$ cat src/rtl/mcac_pkg.sv
`default_nettype none
// ============================================================================
// Module      : mcac_pkg
// Description : Shared definitions for the ADPCM bitstream path: RATE
//               encodings, code-width lookup and the unpacker alignment
//               state encoding.
// Revision    : 1.0  initial release
// ============================================================================
package mcac_pkg;

    // RATE field encodings (code width 2..5 bits)
    localparam logic [1:0] RATE_16K = 2'b00;
    localparam logic [1:0] RATE_24K = 2'b01;
    localparam logic [1:0] RATE_32K = 2'b10;
    localparam logic [1:0] RATE_40K = 2'b11;

    // Unpacker alignment states
    typedef enum logic [0:0] {
        ST_HUNT = 1'b0,
        ST_SYNC = 1'b1
    } bs_state_t;

    // Number of bits per code word for a RATE encoding
    function automatic logic [2:0] rate_bits(input logic [1:0] rate);
        logic [2:0] nb;
        case (rate)
            RATE_16K: nb = 3'd2;
            RATE_24K: nb = 3'd3;
            RATE_32K: nb = 3'd4;
            default:  nb = 3'd5;
        endcase
        return nb;
    endfunction

endpackage
`default_nettype wire

$ cat src/rtl/bs_shift.sv
`default_nettype none
// ============================================================================
// Module      : bs_shift
// Description : Code-word shift register and bit counter for the bitstream
//               unpacker. A code of up to 5 bits is assembled MSB first.
//               'done' flags that the bit being shifted in this cycle is the
//               last bit of the code; 'code' is then the complete word.
// Ports       : clk, reset  - clock, synchronous active-high reset
//               load        - start a new code with bit_in as its MSB
//               shift       - append bit_in to the current code
//               clear       - discard any partial code
//               bit_in      - serial bit
//               nbits       - code width (2..5)
//               code        - code value including bit_in, right-aligned
//               done        - this shift completes the code
// Revision    : 1.0  initial release
// ============================================================================
module bs_shift (
    input  logic       clk,
    input  logic       reset,
    input  logic       load,
    input  logic       shift,
    input  logic       clear,
    input  logic       bit_in,
    input  logic [2:0] nbits,
    output logic [4:0] code,
    output logic       done
);

    // Only four bits ever need to be held: the fifth bit of a 5-bit code is
    // the incoming bit itself, and the word is handed off in that same cycle.
    logic [3:0] r_data;
    logic [2:0] r_count;
    logic [2:0] w_count_inc;

    assign w_count_inc = r_count + 3'd1;
    assign code        = {r_data, bit_in};
    assign done        = shift && !load && !clear && (w_count_inc == nbits);

    always_ff @(posedge clk) begin
        if (reset || clear) begin
            r_data  <= 4'd0;
            r_count <= 3'd0;
        end else if (load) begin
            // Upper bits cleared so shorter codes come out zero-extended
            r_data  <= {3'd0, bit_in};
            r_count <= 3'd1;
        end else if (shift) begin
            if (done) begin
                r_data  <= 4'd0;
                r_count <= 3'd0;
            end else begin
                r_data  <= code[3:0];
                r_count <= w_count_inc;
            end
        end
    end

endmodule
`default_nettype wire

$ cat src/rtl/adpcm_bs_unpack.sv
`default_nettype none
// ============================================================================
// Module      : adpcm_bs_unpack
// Description : Receive-side TDM bitstream unpacker. Aligns to the frame
//               sync strobe and extracts one variable-width ADPCM code per
//               channel per frame, presented over a valid/ready handshake.
//               Optional macro BS_FRAME_CHECK_EN enables frame-error
//               detection (FERR pulse, return to HUNT on a missing FS).
// Ports       : clk, reset      - clock, synchronous active-high reset
//               BS, BSV, FS     - serial bit, bit strobe, frame sync
//               RATE            - code width select, latched on FS
//               I, CH, IV, IR   - code, channel, valid, consumer ready
//               OVR             - sticky overrun flag
//               FERR            - one-cycle frame error pulse
//               scan_*          - reserved for scan insertion
// Revision    : 1.0  initial release
// ============================================================================
module adpcm_bs_unpack
    import mcac_pkg::*;
#(
    parameter int NCH = 32,
    parameter int CHW = $clog2(NCH)
) (
    input  logic           clk,
    input  logic           reset,
    input  logic           BS,
    input  logic           BSV,
    input  logic           FS,
    input  logic [1:0]     RATE,
    output logic [4:0]     I,
    output logic [CHW-1:0] CH,
    output logic           IV,
    input  logic           IR,
    output logic           OVR,
    output logic           FERR,
    input  logic           scan_in0,
    input  logic           scan_in1,
    input  logic           scan_in2,
    input  logic           scan_in3,
    input  logic           scan_in4,
    input  logic           scan_enable,
    input  logic           test_mode,
    output logic           scan_out0,
    output logic           scan_out1,
    output logic           scan_out2,
    output logic           scan_out3,
    output logic           scan_out4
);

    localparam logic [CHW-1:0] C_LAST_CH = CHW'(NCH - 1);

    bs_state_t      r_state;
    logic [2:0]     r_nbits;
    logic [CHW-1:0] r_ch;
    logic           r_frame_done;
    logic [4:0]     r_i;
    logic [CHW-1:0] r_ch_out;
    logic           r_iv;
    logic           r_ovr;
    logic           r_ferr;

    logic           w_load;
    logic           w_shift;
    logic           w_clear;
    logic           w_done;
    logic [4:0]     w_code;
    logic           w_unused_scan;

    // A bit arriving after the frame is complete without FS: either it is
    // rejected (frame check) or it restarts channel 0 in free-running mode.
    always_comb begin
        w_load  = BSV && FS;
        w_shift = BSV && !FS && (r_state == ST_SYNC) && !r_frame_done;
        w_clear = 1'b0;
`ifdef BS_FRAME_CHECK_EN
        if (BSV && !FS && (r_state == ST_SYNC) && r_frame_done) begin
            w_clear = 1'b1;
        end
`else
        if (BSV && !FS && (r_state == ST_SYNC) && r_frame_done) begin
            w_load = 1'b1;
        end
`endif
    end

    bs_shift u_shift (
        .clk    (clk),
        .reset  (reset),
        .load   (w_load),
        .shift  (w_shift),
        .clear  (w_clear),
        .bit_in (BS),
        .nbits  (r_nbits),
        .code   (w_code),
        .done   (w_done)
    );

    always_ff @(posedge clk) begin
        if (reset) begin
            r_state      <= ST_HUNT;
            r_nbits      <= rate_bits(RATE_32K);
            r_ch         <= '0;
            r_frame_done <= 1'b0;
            r_i          <= 5'd0;
            r_ch_out     <= '0;
            r_iv         <= 1'b0;
            r_ovr        <= 1'b0;
            r_ferr       <= 1'b0;
        end else begin
            r_ferr <= 1'b0;

            // Alignment and channel tracking
            if (BSV) begin
                if (FS) begin
`ifdef BS_FRAME_CHECK_EN
                    if ((r_state == ST_SYNC) && !r_frame_done) begin
                        r_ferr <= 1'b1;
                    end
`endif
                    r_nbits      <= rate_bits(RATE);
                    r_ch         <= '0;
                    r_frame_done <= 1'b0;
                    r_state      <= ST_SYNC;
                end else if (r_state == ST_SYNC) begin
                    if (r_frame_done) begin
`ifdef BS_FRAME_CHECK_EN
                        r_ferr  <= 1'b1;
                        r_state <= ST_HUNT;
`endif
                        r_ch         <= '0;
                        r_frame_done <= 1'b0;
                    end else if (w_done) begin
                        if (r_ch == C_LAST_CH) begin
                            r_ch         <= '0;
                            r_frame_done <= 1'b1;
                        end else begin
                            r_ch <= r_ch + CHW'(1);
                        end
                    end
                end
            end

            // Output register and handshake; a new code always wins
            if (w_done) begin
                r_i      <= w_code;
                r_ch_out <= r_ch;
                r_iv     <= 1'b1;
                if (r_iv && !IR) begin
                    r_ovr <= 1'b1;
                end
            end else if (r_iv && IR) begin
                r_iv <= 1'b0;
            end
        end
    end

    assign I    = r_i;
    assign CH   = r_ch_out;
    assign IV   = r_iv;
    assign OVR  = r_ovr;
    assign FERR = r_ferr;

    assign w_unused_scan = &{scan_in0, scan_in1, scan_in2, scan_in3, scan_in4,
                             scan_enable, test_mode};
    assign scan_out0 = 1'b0;
    assign scan_out1 = 1'b0;
    assign scan_out2 = 1'b0;
    assign scan_out3 = 1'b0;
    assign scan_out4 = 1'b0;

endmodule
`default_nettype wire

$ cat config.mk
export PLATFORM = sky130hd
export DESIGN_NAME = adpcm_bs_unpack
export DESIGN_NICKNAME = d
export VERILOG_FILES = /design/src/rtl/mcac_pkg.sv /design/src/rtl/bs_shift.sv /design/src/rtl/adpcm_bs_unpack.sv
export SDC_FILE = /design/constraint.sdc
export NUM_CORES = 1
export LEC_CHECK = 0
export ABC_AREA = 1
export CORE_MARGIN = 2
export CORE_UTILIZATION = 50
export DETAILED_ROUTE_END_ITERATION = 10
export HOLD_SLACK_MARGIN = 0.1
export PLACE_DENSITY_LB_ADDON = 0.15
export SYNTH_ARGS = -nofsm -noshare
export SYNTH_HDL_FRONTEND = slang
export SYNTH_SLANG_ARGS = --single-unit
$ cat constraint.sdc
create_clock -name clk -period 2.4 [get_ports clk]
set_input_delay 0.48 -clock clk [delete_from_list [all_inputs] [get_ports clk]]
set_output_delay 0.48 -clock clk [all_outputs]
set_load 0.01 [all_outputs]
== Word level (Yosys, flattened, before mapping) ==
Index checks and enable logic that the tools add are counted.
Widths: inputs -> output; s select.

* Add/sub/neg operators: 2
* Equal/unequal tests: 4
* Multiplexer cells: 20
* Reduce and logical (&&, ||, !) cells: 23

{| class="wikitable"
|+ Operator list
! cell !! count
|-
| $mux 5 || 5
|-
| $mux 1 || 12
|-
| $logic_and 1x1->1 || 9
|-
| $pmux 3 s3 || 1
|-
| $reduce_and 2->1 || 3
|-
| $reduce_bool 2->1 || 3
|-
| $add 5x1->5 const B || 1
|-
| $eq 5x5->1 const B || 1
|-
| $logic_not 1->1 || 4
|-
| $mux 4 || 1
|-
| $add 3x1->3 const B || 1
|-
| $eq 3x3->1 || 1
|-
| $mux 3 || 1
|-
| $reduce_and 3->1 || 1
|-
| $reduce_bool 3->1 || 1
|-
| $eq 2x1->1 const B || 1
|-
| $eq 2x2->1 const B || 1
|-
| $logic_not 2->1 || 1
|-
| $reduce_or 2->1 || 1
|}

* Register bits after elaboration: 29
* Input bits: 15
* Output and inout bits: 18
* Logic and storage cells: 61

== Depth between registers and ports, before layout ==
* Word-level depth: 12
* Mapped depth: 10
* Gate-level depth less buffers: 10

== By module ==
Synthesis repeated with hierarchy kept, for this count alone.

* Cell total of the unflattened synthesis: 183
* Area, all modules: 1331.3 um2

{| class="wikitable"
|+ By module, submodules not included
! module !! instances !! cells each !! area an instance (um2) !! sequential area each (um2)
|-
| adpcm_bs_unpack || 1 || 127 || 958.4 || 440.4
|-
| bs_shift || 1 || 56 || 372.9 || 140.1
|}

== Worst setup path after synthesis ==
Ideal clock, no wire load.

* Path type: register -> register
* Start: register u_shift.r_count[0]
* End: register r_ch[3]
* Library setup time: 0.115 ns
* Arrival: 1.338 ns
* Required time: 2.285 ns
* Setup slack: 0.947 ns
* Cell stages (with the launch flop): 9
* Buffers on the path: 1
* Period minus slack after synthesis: 1.453 ns
* Cell sequence: dfxtp_1 ha_1 nand2_1 nand2_1 nor2_4 nand3_4 buf_6 a21oi_1 nor2_1

* Word-level cells in the longest chain between the ends: 5

{| class="wikitable"
|+ RTL lines
! what !! line !! text
|-
| from (decl) || bs_shift.sv:33 || <nowiki>logic [2:0] r_count;</nowiki>
|-
| from (signal assigned) || bs_shift.sv:54 || <nowiki>r_count <= w_count_inc;</nowiki>
|-
| $add 3x1->3 || bs_shift.sv:36 || <nowiki>assign w_count_inc = r_count + 3'd1;</nowiki>
|-
| $eq 3x3->1 || bs_shift.sv:38 || <nowiki>assign done = shift && !load && !clear && (w_count_inc == nbits);</nowiki>
|-
| $logic_and 1x1->1 || bs_shift.sv:38 ||
|-
| $reduce_bool 3->1 (no source line) || n/a ||
|-
| $reduce_and 3->1 (no source line) || n/a ||
|-
| to (signal assigned) || adpcm_bs_unpack.sv:137 || <nowiki>r_ch <= r_ch + CHW'(1);</nowiki>
|-
| to (decl) || adpcm_bs_unpack.sv:54 || <nowiki>logic [CHW-1:0] r_ch;</nowiki>
|}

Every way passes these cells.
A chain may end at the register's enable or synchronous reset.

== Worst setup path after layout ==
* Start: input FS
* End: register r_ovr (netlist: OVR)

* Word-level cells in the longest chain between the ends: 9
* Elaborated cells on any way between the ends: 11
* Classes of those cells: mux (1); reduce/logical (10)

{| class="wikitable"
|+ RTL lines
! what !! line !! text
|-
| from (decl) || adpcm_bs_unpack.sv:28 || <nowiki>input logic FS,</nowiki>
|-
| $logic_not 1->1 || adpcm_bs_unpack.sv:73, adpcm_bs_unpack.sv:80 ||
|-
| $logic_and 1x1->1 (2 in series) || adpcm_bs_unpack.sv:73, adpcm_bs_unpack.sv:80 ||
|-
| $logic_and 1x1->1 || adpcm_bs_unpack.sv:80 || <nowiki>if (BSV && !FS && (r_state == ST_SYNC) && r_frame_done) begin</nowiki>
|-
| $mux 1 || adpcm_bs_unpack.sv:80 ||
|-
| $logic_not 1->1 || bs_shift.sv:38 ||
|-
| $logic_and 1x1->1 (*) (2 in series) || bs_shift.sv:38 ||
|-
| $reduce_and 2->1 (no source line) (*) || n/a ||
|-
| to (signal assigned) || adpcm_bs_unpack.sv:107 || <nowiki>r_ovr <= 1'b0;</nowiki>
|-
| to (signal assigned) || adpcm_bs_unpack.sv:149 || <nowiki>r_ovr <= 1'b1;</nowiki>
|-
| to (decl) || adpcm_bs_unpack.sv:59 || <nowiki>logic r_ovr;</nowiki>
|}

Every way passes the cells marked *; elsewhere a longest branch is shown, timed or not.

==> metrics.md <==
| Metric | Value |
|---|---|
| Status | finished, final reports clean |
| Setup CP Type | in2reg |
| Min cycle time layout | 1.79 ns |
| Final setup TNS | 0 ns |
| Clock latency at the later pin of the worst-skew pair | ~0.33 ns |
| CP Data Required Time | 2.67 ns |
| Total CTS buffers | 5 |
| Routability Congestion | ~0.73 |
| Share of layout cells above drive strength 1 | between 10% and 20% |
| Worst Setup SP | FS |
| Drt wl/cell | roughly 11 microns |
| Hold Startpoint | OVR$_SDFFE_PP0P_ |
| Antenna diodes | 0 |
| Leak | approximately 0.00066 uW |
| Reg2reg start | u_shift.r_count[0]$_SDFFE_PP0P_ |
| Commonest cells in the synthesized netlist | 38 x nor2_1, 29 x dfxtp_1, 25 x nand2_1, 14 x o21ai_0, 13 x inv_1 |
| Clock Skews | about 0.0056 ns |
| IO buf count | 19 |
| CTS hold repair buffers | 0 |
| Vias in the first global route | 949 |
| Worst path slowest cell | clkdlybuf4s50_1 |
| Setup crit end kind | register |
| Critical-path cell list | clkdlybuf4s50_1 > nand2_2 > nand2_4 > inv_4 > nor2_8 > nand3_4 > inv_4 > nand2_1 > a21oi_1 |
| Syn_area_per_cell | 7.55 sq um |
| Die height | between 50 and 60 microns |
| Crit start category | input port |
| 1st-pass router iterations | 4 |
| Initial antenna violation count | 0 |
| Clk root buf | clkbuf_4 |
| Max stage delay on crit path | 0.49 ns |
| Post-cts sizing count | 0 |
| Family with the most delay on the worst path | buffers and inverters |
| Largest area contributor in the netlist | dfxtp_1 |
| Worst path bufs/invs | 3 |
| Cells after Synth | ~180 |
| EDFF count, synth | 0 |
| First-pass GRT wire length | 4.12 mm |
| Max IR drop VDD | between 0.0003 and 0.0004 V |
| Syn. warnings | 0 |
| RSZ-0062 raised after global routing | false |
| Nets | between 200 and 250 |
| Flops & latches, synth | 29 |
| Crit share post-route | about 75% |
| Largest net degree at the start of global routing | 20 |
| CP arrival | between 2 and 2.5 ns |
| Max-cap violations | 0 |
| Total Wirelength | about 2.4 mm |
| # clock sinks | 29 |
| Max Transition Viols Final | 0 |
| CTS tree | built |
| Mapped Area | about 1300 sq um |
| Ranking of synthesized cells by area | dfxtp_1 44%, nor2_1 11%, nand2_1 7.1%, o21ai_0 5.3%, a21oi_1 4.1% |
| PnR worst setup slack | 0.608 ns |
| Final hold slack | between 0.4 and 0.5 ns |
| H-tree Lvls | 2 |
| Vias per inst | about 4.9 |
| Die width | 55.6 microns |
| Slew headroom | between 60% and 70% |
| Ys async rst share | 0% |
| Most frequent cell after synthesis | nor2_1 |
| Sequential share of the synthesized area | 43.7% |
| Die area | 3090 sq um |
| Core region area | roughly 2500 sq um |
| Post-synth top area share | around 44% |
| Post-CTS setup repair buffer count | 0 |
| Post-DP HPWL | between 1.5 and 2 mm |
| Fin util | 62.1% |
| Area grow syn2layout | 16.8% |
| Total GRT Usage | 17.5% |
| PD cells | roughly 590 nW/um^2 |
| GRT overflow | 0 |
| Most used cell along the critical path | inv_4 |
| Core Rows | 18 |
| Setup-failing EPs final | 0 |
| Initial Util | a little over half |
| Main flop type after synthesis | dfxtp_1 |
| CP Max Fanout | 19 |
| Via count | between 1000 and 1500 |
| Synth unique cells | 27 |
| Final ANT Viol Nets | 0 |
| Worst hold path class | reg2reg |
| Clock transition at path regs | 0.09 ns |
| I/O Pins | 33 |
| Fmax | ~560 MHz |
| Initial drt markers | 22 |
| # DRC | 0 |
| Place WS | about 0.22 ns |
| Final-report hold violation count | 0 |
| Worst-margin pin slew | between 0.5 and 0.6 ns |
| Clock buffer depth | 2 |
-- cell type report --
type,instances,area [sq um]
fill,244,948
multi-input combinational,125,616
sequential,29,581
timing repair buffer,20,198
inverter,17,68.8
clock buffer,6,41.3
tap,30,37.5
clock inverter,2,10.0
-- worst register-to-register path, delay by kind of cell (launching register included) --
kind,cells,cell delay (ns)
AND/OR/NAND/NOR,5,0.58
flip-flops,1,0.40
buffers and inverters,2,0.29
adder cells (fa/ha/maj),1,0.23
AO/OA/AOI/OAI,1,0.13
-- metal layers --
metal	wire [microns]	track usage, %	vias to the layer above	share of wire, %
met4	54	9.41	0	2.2
met5	0	0	-	0
li1	-	-	600	-
met3	149	6.32	6	6.1
met1	1110	20.5	496	45
met2	1130	27.7	30	46
-- through the flow --
stage               power, uW  instances  cell area, sq um
floorplan                 619        181              1350
global placement          642        221              1500
detailed placement        648        221              1500
CTS                       925        229              1550
global route              967        229              1550
finish                    916        229              1550
-- where the power goes --
part	internal, uW	leakage, uW	switching [uW]	total [uW]
sequential	501	0.000236	14.9	516
combinational	48.2	0.000395	72.1	120
clock	111	0.0000320	169	280
total	660	0.000663	256	916
-- worst paths after layout --
check	endpoint	slack [ns]	depth (start not counted)
hold reg to reg	OVR$_SDFFE_PP0P_	0.47	2
hold / removal	OVR$_SDFFE_PP0P_	0.47	2
setup / recovery	OVR$_SDFFE_PP0P_	0.61	9
setup reg to reg	OVR$_SDFFE_PP0P_	0.71	9
-- state kept, by name, indices dropped and copies added, names as in the netlist --
signal           cells
IV                   1
u_shift.r_count      3
r_nbits              3
r_state              1
u_shift.r_data       4
CH                   5
r_ch                 5
I                    5
OVR                  1
r_frame_done         1
-- logic make-up (layout without fill, tap and decap cells) --
| kind of cell | Yosys count | count (layout) | synth area share (%) |
|---|---|---|---|
| AOI/OAI and AO/OA | 32 | 32 | 12.4 |
| adders and majority gates | 3 | 3 | 2.83 |
| buffers and inverters | 27 | 45 | 11.4 |
| DFF | 29 | 29 | 43.7 |
| other | 1 | 6 | 0.282 |
| and+or+nand+nor | 84 | 84 | 29.4 |
-- layout by cell type, fill, tap and decap left out, drive strengths merged --
cell / n
nor2: 41
dfxtp: 29
nand2: 28
clkdlybuf4s50: 19
o21ai: 19
inv: 17
a21oi: 11
nand3: 8
conb: 6
clkbuf: 6
nand4: 3
nor3: 3
ha: 3
clkinv: 2
o21a: 1
o211ai: 1
or2: 1
buf: 1
Note: power is estimated with default switching activity, not from simulation.
